### config.mk
export PLATFORM = sky130hd
export DESIGN_NAME = reg_wb_arbiter_flat
export DESIGN_NICKNAME = d
export VERILOG_FILES = /design/src/rtl/reg_wb_arbiter_if.sv /design/src/rtl/reg_wb_arbiter.sv /design/src/flat_wrapper.sv
export SDC_FILE = /design/constraint.sdc
export NUM_CORES = 1
export LEC_CHECK = 0
export BUFFER_PORTS_ARGS = -buffer_cell sky130_fd_sc_hd__buf_2
export CAP_MARGIN = 20
export CORE_ASPECT_RATIO = 1.25
export CORE_MARGIN = 10
export CORE_UTILIZATION = 40
export DETAILED_ROUTE_END_ITERATION = 10
export GPL_TIMING_DRIVEN = 0
export PLACE_DENSITY = 0.74
export REMOVE_ABC_BUFFERS = 1
export SETUP_SLACK_MARGIN = 0.4
export SLEW_MARGIN = 20
export SYNTH_ARGS = -nofsm -noshare
export SYNTH_HDL_FRONTEND = slang
export SYNTH_SLANG_ARGS = --single-unit
export TNS_END_PERCENT = 10
### constraint.sdc
create_clock -name i_clk -period 2.1 [get_ports i_clk]
set_clock_uncertainty 0.2 [all_clocks]
set_input_delay 0.21 -clock i_clk [delete_from_list [all_inputs] [get_ports i_clk]]
set_output_delay 0.21 -clock i_clk [all_outputs]
set_load 0.01 [all_outputs]
### src/rtl/reg_wb_arbiter_if.sv
// Write-back request/response bundle between the ALU/load units, issue logic and
// the register-file write-back arbiter.
interface reg_wb_arbiter_if #(
  parameter int DATA_W     = 32,
  parameter int REG_ADDR_W = 5
);
  logic                  i_alu_valid;
  logic [REG_ADDR_W-1:0] i_alu_rd;
  logic [DATA_W-1:0]     i_alu_data;
  logic                  o_alu_ready;
  logic                  i_mem_valid;
  logic [REG_ADDR_W-1:0] i_mem_rd;
  logic [DATA_W-1:0]     i_mem_data;
  logic                  o_mem_ready;
  logic                  i_issue_en;
  logic [REG_ADDR_W-1:0] i_issue_rd;
  logic [REG_ADDR_W-1:0] i_chk_rs0;
  logic [REG_ADDR_W-1:0] i_chk_rs1;
  logic                  o_rs0_busy;
  logic                  o_rs1_busy;
  logic                  o_wr_en;
  logic [REG_ADDR_W-1:0] o_wr_reg;
  logic [DATA_W-1:0]     o_wr_data;
  logic                  o_idle;

  modport slave (
    input  i_alu_valid, i_alu_rd, i_alu_data,
    input  i_mem_valid, i_mem_rd, i_mem_data,
    input  i_issue_en, i_issue_rd, i_chk_rs0, i_chk_rs1,
    output o_alu_ready, o_mem_ready, o_rs0_busy, o_rs1_busy,
    output o_wr_en, o_wr_reg, o_wr_data, o_idle
  );

  modport master (
    output i_alu_valid, i_alu_rd, i_alu_data,
    output i_mem_valid, i_mem_rd, i_mem_data,
    output i_issue_en, i_issue_rd, i_chk_rs0, i_chk_rs1,
    input  o_alu_ready, o_mem_ready, o_rs0_busy, o_rs1_busy,
    input  o_wr_en, o_wr_reg, o_wr_data, o_idle
  );
endinterface

### src/rtl/reg_wb_arbiter.sv
// Round-robin write-back arbiter between ALU and load unit with a registered
// register-file write port and a pending-write scoreboard for hazard checks.
module reg_wb_arbiter #(
  parameter int DATA_W     = 32,
  parameter int REG_N      = 32,
  parameter int REG_ADDR_W = 5
) (
  input  logic                 i_clk,
  input  logic                 i_rst_n,
  reg_wb_arbiter_if.slave      bus
);

  localparam logic GRANT_ALU = 1'b0;
  localparam logic GRANT_MEM = 1'b1;

  logic                  last_grant_q, last_grant_d;
  logic                  wr_en_q, wr_en_d;
  logic [REG_ADDR_W-1:0] wr_reg_q, wr_reg_d;
  logic [DATA_W-1:0]     wr_data_q, wr_data_d;
  logic [REG_N-1:0]      pending_q, pending_d;
  logic                  alu_take, mem_take, contention;

  // Register 0 is hardwired and indices beyond REG_N have no tracking bit.
  function automatic logic reg_ok(input logic [REG_ADDR_W-1:0] r);
    return (int'(r) < REG_N) && (r != '0);
  endfunction

  // NOTE: every always_comb output gets a default first so no path infers a latch.
  always_comb begin
    contention   = bus.i_alu_valid && bus.i_mem_valid;
    // Under contention the side that lost the previous contention wins.
    alu_take     = i_rst_n && bus.i_alu_valid &&
                   (!bus.i_mem_valid || last_grant_q == GRANT_MEM);
    mem_take     = i_rst_n && bus.i_mem_valid &&
                   (!bus.i_alu_valid || last_grant_q == GRANT_ALU);

    last_grant_d = last_grant_q;
    if (contention) last_grant_d = alu_take ? GRANT_ALU : GRANT_MEM;

    // rd = 0 is accepted but produces no write; reg/data keep their old values.
    wr_en_d   = 1'b0;
    wr_reg_d  = wr_reg_q;
    wr_data_d = wr_data_q;
    if (alu_take && bus.i_alu_rd != '0) begin
      wr_en_d   = 1'b1;
      wr_reg_d  = bus.i_alu_rd;
      wr_data_d = bus.i_alu_data;
    end else if (mem_take && bus.i_mem_rd != '0) begin
      wr_en_d   = 1'b1;
      wr_reg_d  = bus.i_mem_rd;
      wr_data_d = bus.i_mem_data;
    end

    // Set is applied after clear so a same-edge issue to the retiring reg wins.
    pending_d = pending_q;
    if (wr_en_q && reg_ok(wr_reg_q)) pending_d[wr_reg_q] = 1'b0;
    if (bus.i_issue_en && reg_ok(bus.i_issue_rd)) pending_d[bus.i_issue_rd] = 1'b1;
  end

  // NOTE: sequential state uses non-blocking assignments only, so every flop
  // samples the pre-edge value of its inputs regardless of block ordering.
  always_ff @(posedge i_clk or negedge i_rst_n) begin
    if (!i_rst_n) begin
      last_grant_q <= GRANT_MEM;
      wr_en_q      <= 1'b0;
      wr_reg_q     <= '0;
      wr_data_q    <= '0;
      // NOTE: the pending vector is reset as a whole; it is hazard state, not RAM.
      pending_q    <= '0;
    end else begin
      last_grant_q <= last_grant_d;
      wr_en_q      <= wr_en_d;
      wr_reg_q     <= wr_reg_d;
      wr_data_q    <= wr_data_d;
      pending_q    <= pending_d;
    end
  end

  assign bus.o_alu_ready = alu_take;
  assign bus.o_mem_ready = mem_take;
  assign bus.o_wr_en     = wr_en_q;
  assign bus.o_wr_reg    = wr_reg_q;
  assign bus.o_wr_data   = wr_data_q;
  assign bus.o_rs0_busy  = reg_ok(bus.i_chk_rs0) && pending_q[bus.i_chk_rs0];
  assign bus.o_rs1_busy  = reg_ok(bus.i_chk_rs1) && pending_q[bus.i_chk_rs1];
  assign bus.o_idle      = (pending_q == '0) && !wr_en_q;

endmodule

### src/flat_wrapper.sv
// flat-port wrapper written by rule: the top's interface ports become plain ports
module reg_wb_arbiter_flat 
#(
  parameter int DATA_W     = 32,
  parameter int REG_N      = 32,
  parameter int REG_ADDR_W = 5
)
  (i_clk, i_rst_n, bus_i_alu_valid, bus_i_alu_rd, bus_i_alu_data, bus_i_mem_valid, bus_i_mem_rd, bus_i_mem_data, bus_i_issue_en, bus_i_issue_rd, bus_i_chk_rs0, bus_i_chk_rs1, bus_o_alu_ready, bus_o_mem_ready, bus_o_rs0_busy, bus_o_rs1_busy, bus_o_wr_en, bus_o_wr_reg, bus_o_wr_data, bus_o_idle);
  reg_wb_arbiter_if #(.DATA_W(DATA_W), .REG_ADDR_W(REG_ADDR_W)) bus_i ();
  input  logic i_clk;
  input  logic i_rst_n;
  input wire logic [$bits(bus_i.i_alu_valid)-1:0] bus_i_alu_valid;
  input wire logic [$bits(bus_i.i_alu_rd)-1:0] bus_i_alu_rd;
  input wire logic [$bits(bus_i.i_alu_data)-1:0] bus_i_alu_data;
  input wire logic [$bits(bus_i.i_mem_valid)-1:0] bus_i_mem_valid;
  input wire logic [$bits(bus_i.i_mem_rd)-1:0] bus_i_mem_rd;
  input wire logic [$bits(bus_i.i_mem_data)-1:0] bus_i_mem_data;
  input wire logic [$bits(bus_i.i_issue_en)-1:0] bus_i_issue_en;
  input wire logic [$bits(bus_i.i_issue_rd)-1:0] bus_i_issue_rd;
  input wire logic [$bits(bus_i.i_chk_rs0)-1:0] bus_i_chk_rs0;
  input wire logic [$bits(bus_i.i_chk_rs1)-1:0] bus_i_chk_rs1;
  output wire logic [$bits(bus_i.o_alu_ready)-1:0] bus_o_alu_ready;
  output wire logic [$bits(bus_i.o_mem_ready)-1:0] bus_o_mem_ready;
  output wire logic [$bits(bus_i.o_rs0_busy)-1:0] bus_o_rs0_busy;
  output wire logic [$bits(bus_i.o_rs1_busy)-1:0] bus_o_rs1_busy;
  output wire logic [$bits(bus_i.o_wr_en)-1:0] bus_o_wr_en;
  output wire logic [$bits(bus_i.o_wr_reg)-1:0] bus_o_wr_reg;
  output wire logic [$bits(bus_i.o_wr_data)-1:0] bus_o_wr_data;
  output wire logic [$bits(bus_i.o_idle)-1:0] bus_o_idle;
  assign bus_i.i_alu_valid = bus_i_alu_valid;
  assign bus_i.i_alu_rd = bus_i_alu_rd;
  assign bus_i.i_alu_data = bus_i_alu_data;
  assign bus_i.i_mem_valid = bus_i_mem_valid;
  assign bus_i.i_mem_rd = bus_i_mem_rd;
  assign bus_i.i_mem_data = bus_i_mem_data;
  assign bus_i.i_issue_en = bus_i_issue_en;
  assign bus_i.i_issue_rd = bus_i_issue_rd;
  assign bus_i.i_chk_rs0 = bus_i_chk_rs0;
  assign bus_i.i_chk_rs1 = bus_i_chk_rs1;
  assign bus_o_alu_ready = bus_i.o_alu_ready;
  assign bus_o_mem_ready = bus_i.o_mem_ready;
  assign bus_o_rs0_busy = bus_i.o_rs0_busy;
  assign bus_o_rs1_busy = bus_i.o_rs1_busy;
  assign bus_o_wr_en = bus_i.o_wr_en;
  assign bus_o_wr_reg = bus_i.o_wr_reg;
  assign bus_o_wr_data = bus_i.o_wr_data;
  assign bus_o_idle = bus_i.o_idle;
  reg_wb_arbiter #(.DATA_W(DATA_W), .REG_N(REG_N), .REG_ADDR_W(REG_ADDR_W)) u_core (.i_clk(i_clk), .i_rst_n(i_rst_n), .bus(bus_i));
endmodule
# == Word level (Yosys, flattened, before mapping) ==
# Index checks and enable logic that the tools add are counted.
# op_classes
n_lt_le_gt_ge,6
mux,17
n_bitwise,4
n_reduce_logical,27
# ops
cell,count
$mux 32,4
$and 32x32->32,1
$logic_not 32->1,1
$not 32->32,1
$or 32x32->32,1
$reduce_bool 5->1,6
$lt 5x6->1 const B,4
$logic_and 1x1->1,14
$bmux 1 s5,2
$demux 1 s5,2
$ge 5x1->1 const B,2
$mux 5,2
$mux 1,7
$logic_not 1->1,3
$logic_or 1x1->1,2
$reduce_bool 2->1,1
$not 1->1,1
# word_totals
register_bits,71
in_bits,94
output_inout_bits,43
word_cells,59

# == Longest topological paths before layout ==
# depth
depth_word,9
mapped_depth,7
mapped_depth_nobuf,5

# == Worst setup path before layout ==
# No wires, ideal clock.
# synth_timing
kind,flip-flop to flip-flop
from,reg u_core.last_grant_q
to,reg u_core.wr_data_q[0] (netlist: u_core.bus.o_wr_data[0])
setup_time_ps,133
arrival_time_ps,1359
t_required_ps,1767
slack_ps,408
stages_incl_launch_ff,7
n_path_buf,1
synth_period_minus_slack_ps,1692
path_cell_list,dfstp_2 -> inv_1 -> a21oi_4 -> nand2_4 -> buf_6 -> mux2i_1 -> o21ai_0
# synth_between
elab_cells_between_ends,9
classes_between,1 x mux; 1 x bitwise; 7 x reduce/logical
# synth_lines
item,line_no,text
from (decl),reg_wb_arbiter.sv:16,"logic last_grant_q, last_grant_d;"
from (signal assigned),reg_wb_arbiter.sv:71,last_grant_q <= last_grant_d;
$logic_or 1x1->1 *,reg_wb_arbiter.sv:33,(!bus.i_mem_valid || last_grant_q == GRANT_MEM);
$logic_and 1x1->1 *,reg_wb_arbiter.sv:32,alu_take = i_rst_n && bus.i_alu_valid &&
net bus_o_alu_ready,flat_wrapper.sv:22,output wire logic [$bits(bus_i.o_alu_ready)-1:0] bus_o_alu_ready;
$logic_and 1x1->1 *,reg_wb_arbiter.sv:44,if (alu_take && bus.i_alu_rd != '0) begin
$mux 32 / $reduce_bool 2->1 (equally long branches),n/a,
to (signal assigned),reg_wb_arbiter.sv:74,wr_data_q <= wr_data_d;
to (decl),reg_wb_arbiter.sv:19,"logic [DATA_W-1:0] wr_data_q, wr_data_d;"
# The timed path passes the listed nets; every way through them passes the cells marked *.
# A chain may end at the register's enable or synchronous reset.

# == Final worst setup path ==
# layout_timing
from,reg u_core.pending_q[3]
to,out bus_o_idle
# layout_between
elab_chain_cells,2
# layout_lines
item,line_no,text
from (decl),reg_wb_arbiter.sv:20,"logic [REG_N-1:0] pending_q, pending_d;"
from (signal assigned),reg_wb_arbiter.sv:75,pending_q <= pending_d;
$logic_not 32->1,reg_wb_arbiter.sv:86,assign bus.o_idle = (pending_q == '0) && !wr_en_q;
$logic_and 1x1->1,reg_wb_arbiter.sv:86,
to (decl),flat_wrapper.sv:29,output wire logic [$bits(bus_i.o_idle)-1:0] bus_o_idle;
# Every way passes these cells.

==> results by group <==
Placed design
  • Count of input and output buffers: 136
  • Gpl congestion: 0.936
  • Cell total after placement: between 600 and 700
  • Placed Area: 4620 um^2
  • Hpwl dp: 9440 um

Clock tree
  • Worst-Skew Late Latency: ~0.33 ns
  • Clk sink count: 71
  • H-tree Lvls: 3
  • Root Driver: clkbuf_16
  • Clock buffer depth: 2
  • Num CTS Buffers: 9
  • CTS tree: done
  • Clock Pin Slew Worst Setup and Hold Paths: about 0.060 ns

Route
  • DR vias: roughly 4300
  • Initial DRC count: 229
  • Post-route ant nets: 0
  • DR vias/cell: about 6
  • DR WL/cell: 23.7 um
  • DRC: 0
  • Drt pass-1 iters: 6
  • Post-Route WL: approximately 17000 um

Timing
  • Final Hold Vio Count: 1
  • Setup TNS: -0.186 ns
  • Hold Worst Slack: -0.0157 ns
  • Max transition margin: a little over half
  • Final Max Tran Viols: 0
  • Least-Margin Pin Slew: 0.687 ns
  • Final worst-path cycle share: 104%
  • # setup viols final: 3
  • Final Worst Setup Slack: -0.0787 ns
  • RSZ-0062 raised after global routing: yes
  • Min Tclk post-route: 2.18 ns
  • Fmax: about 460 MHz

Logic synthesis
  • Largest cells by area after synthesis: dfrtp_1 (45%), mux2i_1 (14%), o21ai_0 (12%)
  • Yosys reg bits: 71
  • Ys Warns: 0
  • Mapped Area: 3890 um^2
  • Synth Flop Type: dfrtp_1
  • Synth top area share: 45.0%
  • Syn_area_per_cell: 9.91 um^2
  • Area leader, netlist: dfrtp_1
  • Asr flop ratio synth: 100%
  • Unique cell type count in the Yosys netlist: 38
  • Number of synthesized flops with an enable pin: 0
  • Register area share after synthesis: 45.7%
  • Mapped Cells: 393

Finish
  • Area added between synthesis and finish: 62.7%
  • Layout cell share with drive strength beyond 1: 42.1%
  • Commonest non-fill, non-tap cell in the layout: buf_2
  • Final Non-Filler Cells: approximately 740
  • Finished Cell Area: about 6300 um^2
  • Number of nets in the layout: 700
  • Commonest cells after routing, fill and taps aside: buf_2 (134), dfrtp_1 (69), dlygate4sd3_1 (63)
  • Final core utilization: 66.3%

Power
  • Power Total: 5.70 mW
  • Int Power: 3.64 mW
  • Switch share: around 36%
  • Net Sw Power: 2.06 mW
  • Clk pwr share: approximately a quarter
  • Reg power frac: 40.7%
  • Comb pwr share: 32.8%
  • Power Dens Cells: 901 nW/um^2
  • Max VDD drop: 0.000527 V
  • LEAKAGE: 2.80 nW

Floorplanning
  • Top Ports: 137
  • Row count: 40
  • Die area: about 14000 um^2
  • Core area: 9560 um^2
  • Starting Density: around 40%
  • Die width: 108 um
  • Die Span Y: 130 um

Critical path
  • Worst path required time: 1.69 ns
  • Worst-path cell chain: nor4_1 -> nand4_1 -> nor3_1 -> buf_2
  • Kind of critical path: reg2out
  • Reg-to-Reg Start: u_core.last_grant_q
  • CP startpoint: u_core.pending_q[3]
  • WP depth: 4
  • Critical path arrival: 1.77 ns
  • Reg-to-reg slack, setup: about 0.06 ns
  • Slowest CP cell: nor4_1
  • Reg2Reg Depth: 6
  • Worst Setup EP: bus_o_idle
  • CP max FO: 4
  • Top delay family on crit path: simple AND/OR/NAND/NOR gates
  • Worst r2r dst: u_core.bus.o_wr_data[28]
  • CP Launch Type: register
  • Buf/Inv on CP: 1
  • Worst path max stage delay: 0.45 ns
  • Crit end category: primary output

GRT
  • M2 GR Usage: 35.8%
  • Busiest layer in global routing: met2
  • Global route overflow: 0
  • Number of global-route vias before repair: around 4600
  • Met3 Use GR: 8.68%
  • Initial antenna violation count: 0
  • Met1 usage: 24.9%
  • First-pass GRT wire length: 24600 um
  • Total GRT Usage: 22.2%
  • Largest net degree at the start of global routing: 61

Run status
  • Run status: finished, violations left
  • Failing checks: negative hold slack, negative setup slack

Run
  • Max-Cap Viols: 0

Worst hold path
  • Hold Crit Class: in2reg
synth_stat cells, types with 4 or more instances:
cell,number
mux4_2,4
inv_1,4
nor2_1,12
nor2b_1,11
nand3b_1,5
a221oi_1,4
nand2_1,52
a2111oi_0,4
buf_6,11
nand3_1,10
nor4_1,7
o21ai_0,94
clkbuf_1,6
dfrtp_1,70
nand4b_1,4
mux2i_1,53
o21ai_1,7
metal layers:
metal	share of wire (%)	up-vias	routed length (um)
met5	0	-	0
met2	48	283	8340
met1	37	2114	6420
li1	-	1885	-
met3	12	42	2170
met4	3.1	0	535
final cells by class:
cell class / instances / area [um^2]
inverter: 4 / 15.0
antenna: 1 / 2.50
fill: 651 / 3230
sequential: 71 / 1780
clock inverter: 4 / 45.0
tap: 126 / 158
clock buffer: 12 / 246
timing repair buffer: 221 / 1690
multi-input combinational: 299 / 2400
power groups by stage:
stage	sequential [mW]	combinational, mW	clock (mW)
floorplan	2.15	0.692	0
global placement	2.21	1.23	0
detailed placement	2.25	1.29	0
CTS	2.25	1.58	1.51
global route	2.36	2.03	1.57
finish	2.32	1.87	1.51
cells by family (layout without fill, tap and decap cells):
family                 count (synthesis)  in the layout  share of synthesized area [%]
AOI/OAI and AO/OA                    123            123                           18.1
buffers and inverters                 25            241                           5.11
muxes                                 57             57                           15.9
other                                  0              1                              0
DFF                                   71             71                           45.7
and+or+nand+nor                      117            119                           15.2
worst register-to-register path, stage by stage (launching register included):
cell     delay, ns
dfstp_2       0.56
inv_2         0.05
a21oi_4       0.22
buf_8         0.20
nand2_8       0.21
mux2i_2       0.34
o21ai_1       0.13
repair_timing:
item	4_1_cts	5_1_grt
pin swaps	36	31
gates cloned	5	2
setup buffers	10	3
resized for setup	77	80
hold buffers	62	1
setup endpoints to repair	41	47
endpoints found under the hold margin	105	1
stage by stage:
stage          setup slack [ns]  hold WS (ns)
6_report                -0.0787       -0.0157
3_5_place_dp             -0.126        -0.119
5_1_grt                  -0.131       -0.0225
3_3_place_gp              -1.78         0.172
2_1_floorplan            -0.603        -0.286
4_1_cts                 -0.0726      0.000403
worst min-delay path by stage:
stage	startpoint	end	slack [ns]	cells past startpoint
floorplan	i_rst_n	u_core.bus.o_wr_data[0]	-0.29	0
global placement	u_core.pending_q[0]	u_core.pending_q[0]	0.17	0
detailed placement	i_rst_n	u_core.bus.o_wr_data[8]	-0.12	1
CTS	bus_i_alu_valid	u_core.last_grant_q	0.0004	3
global route	bus_i_alu_data[19]	u_core.bus.o_wr_data[19]	-0.02	3
finish	bus_i_alu_data[19]	u_core.bus.o_wr_data[19]	-0.02	3
Note: power is estimated with default switching activity, not from simulation.
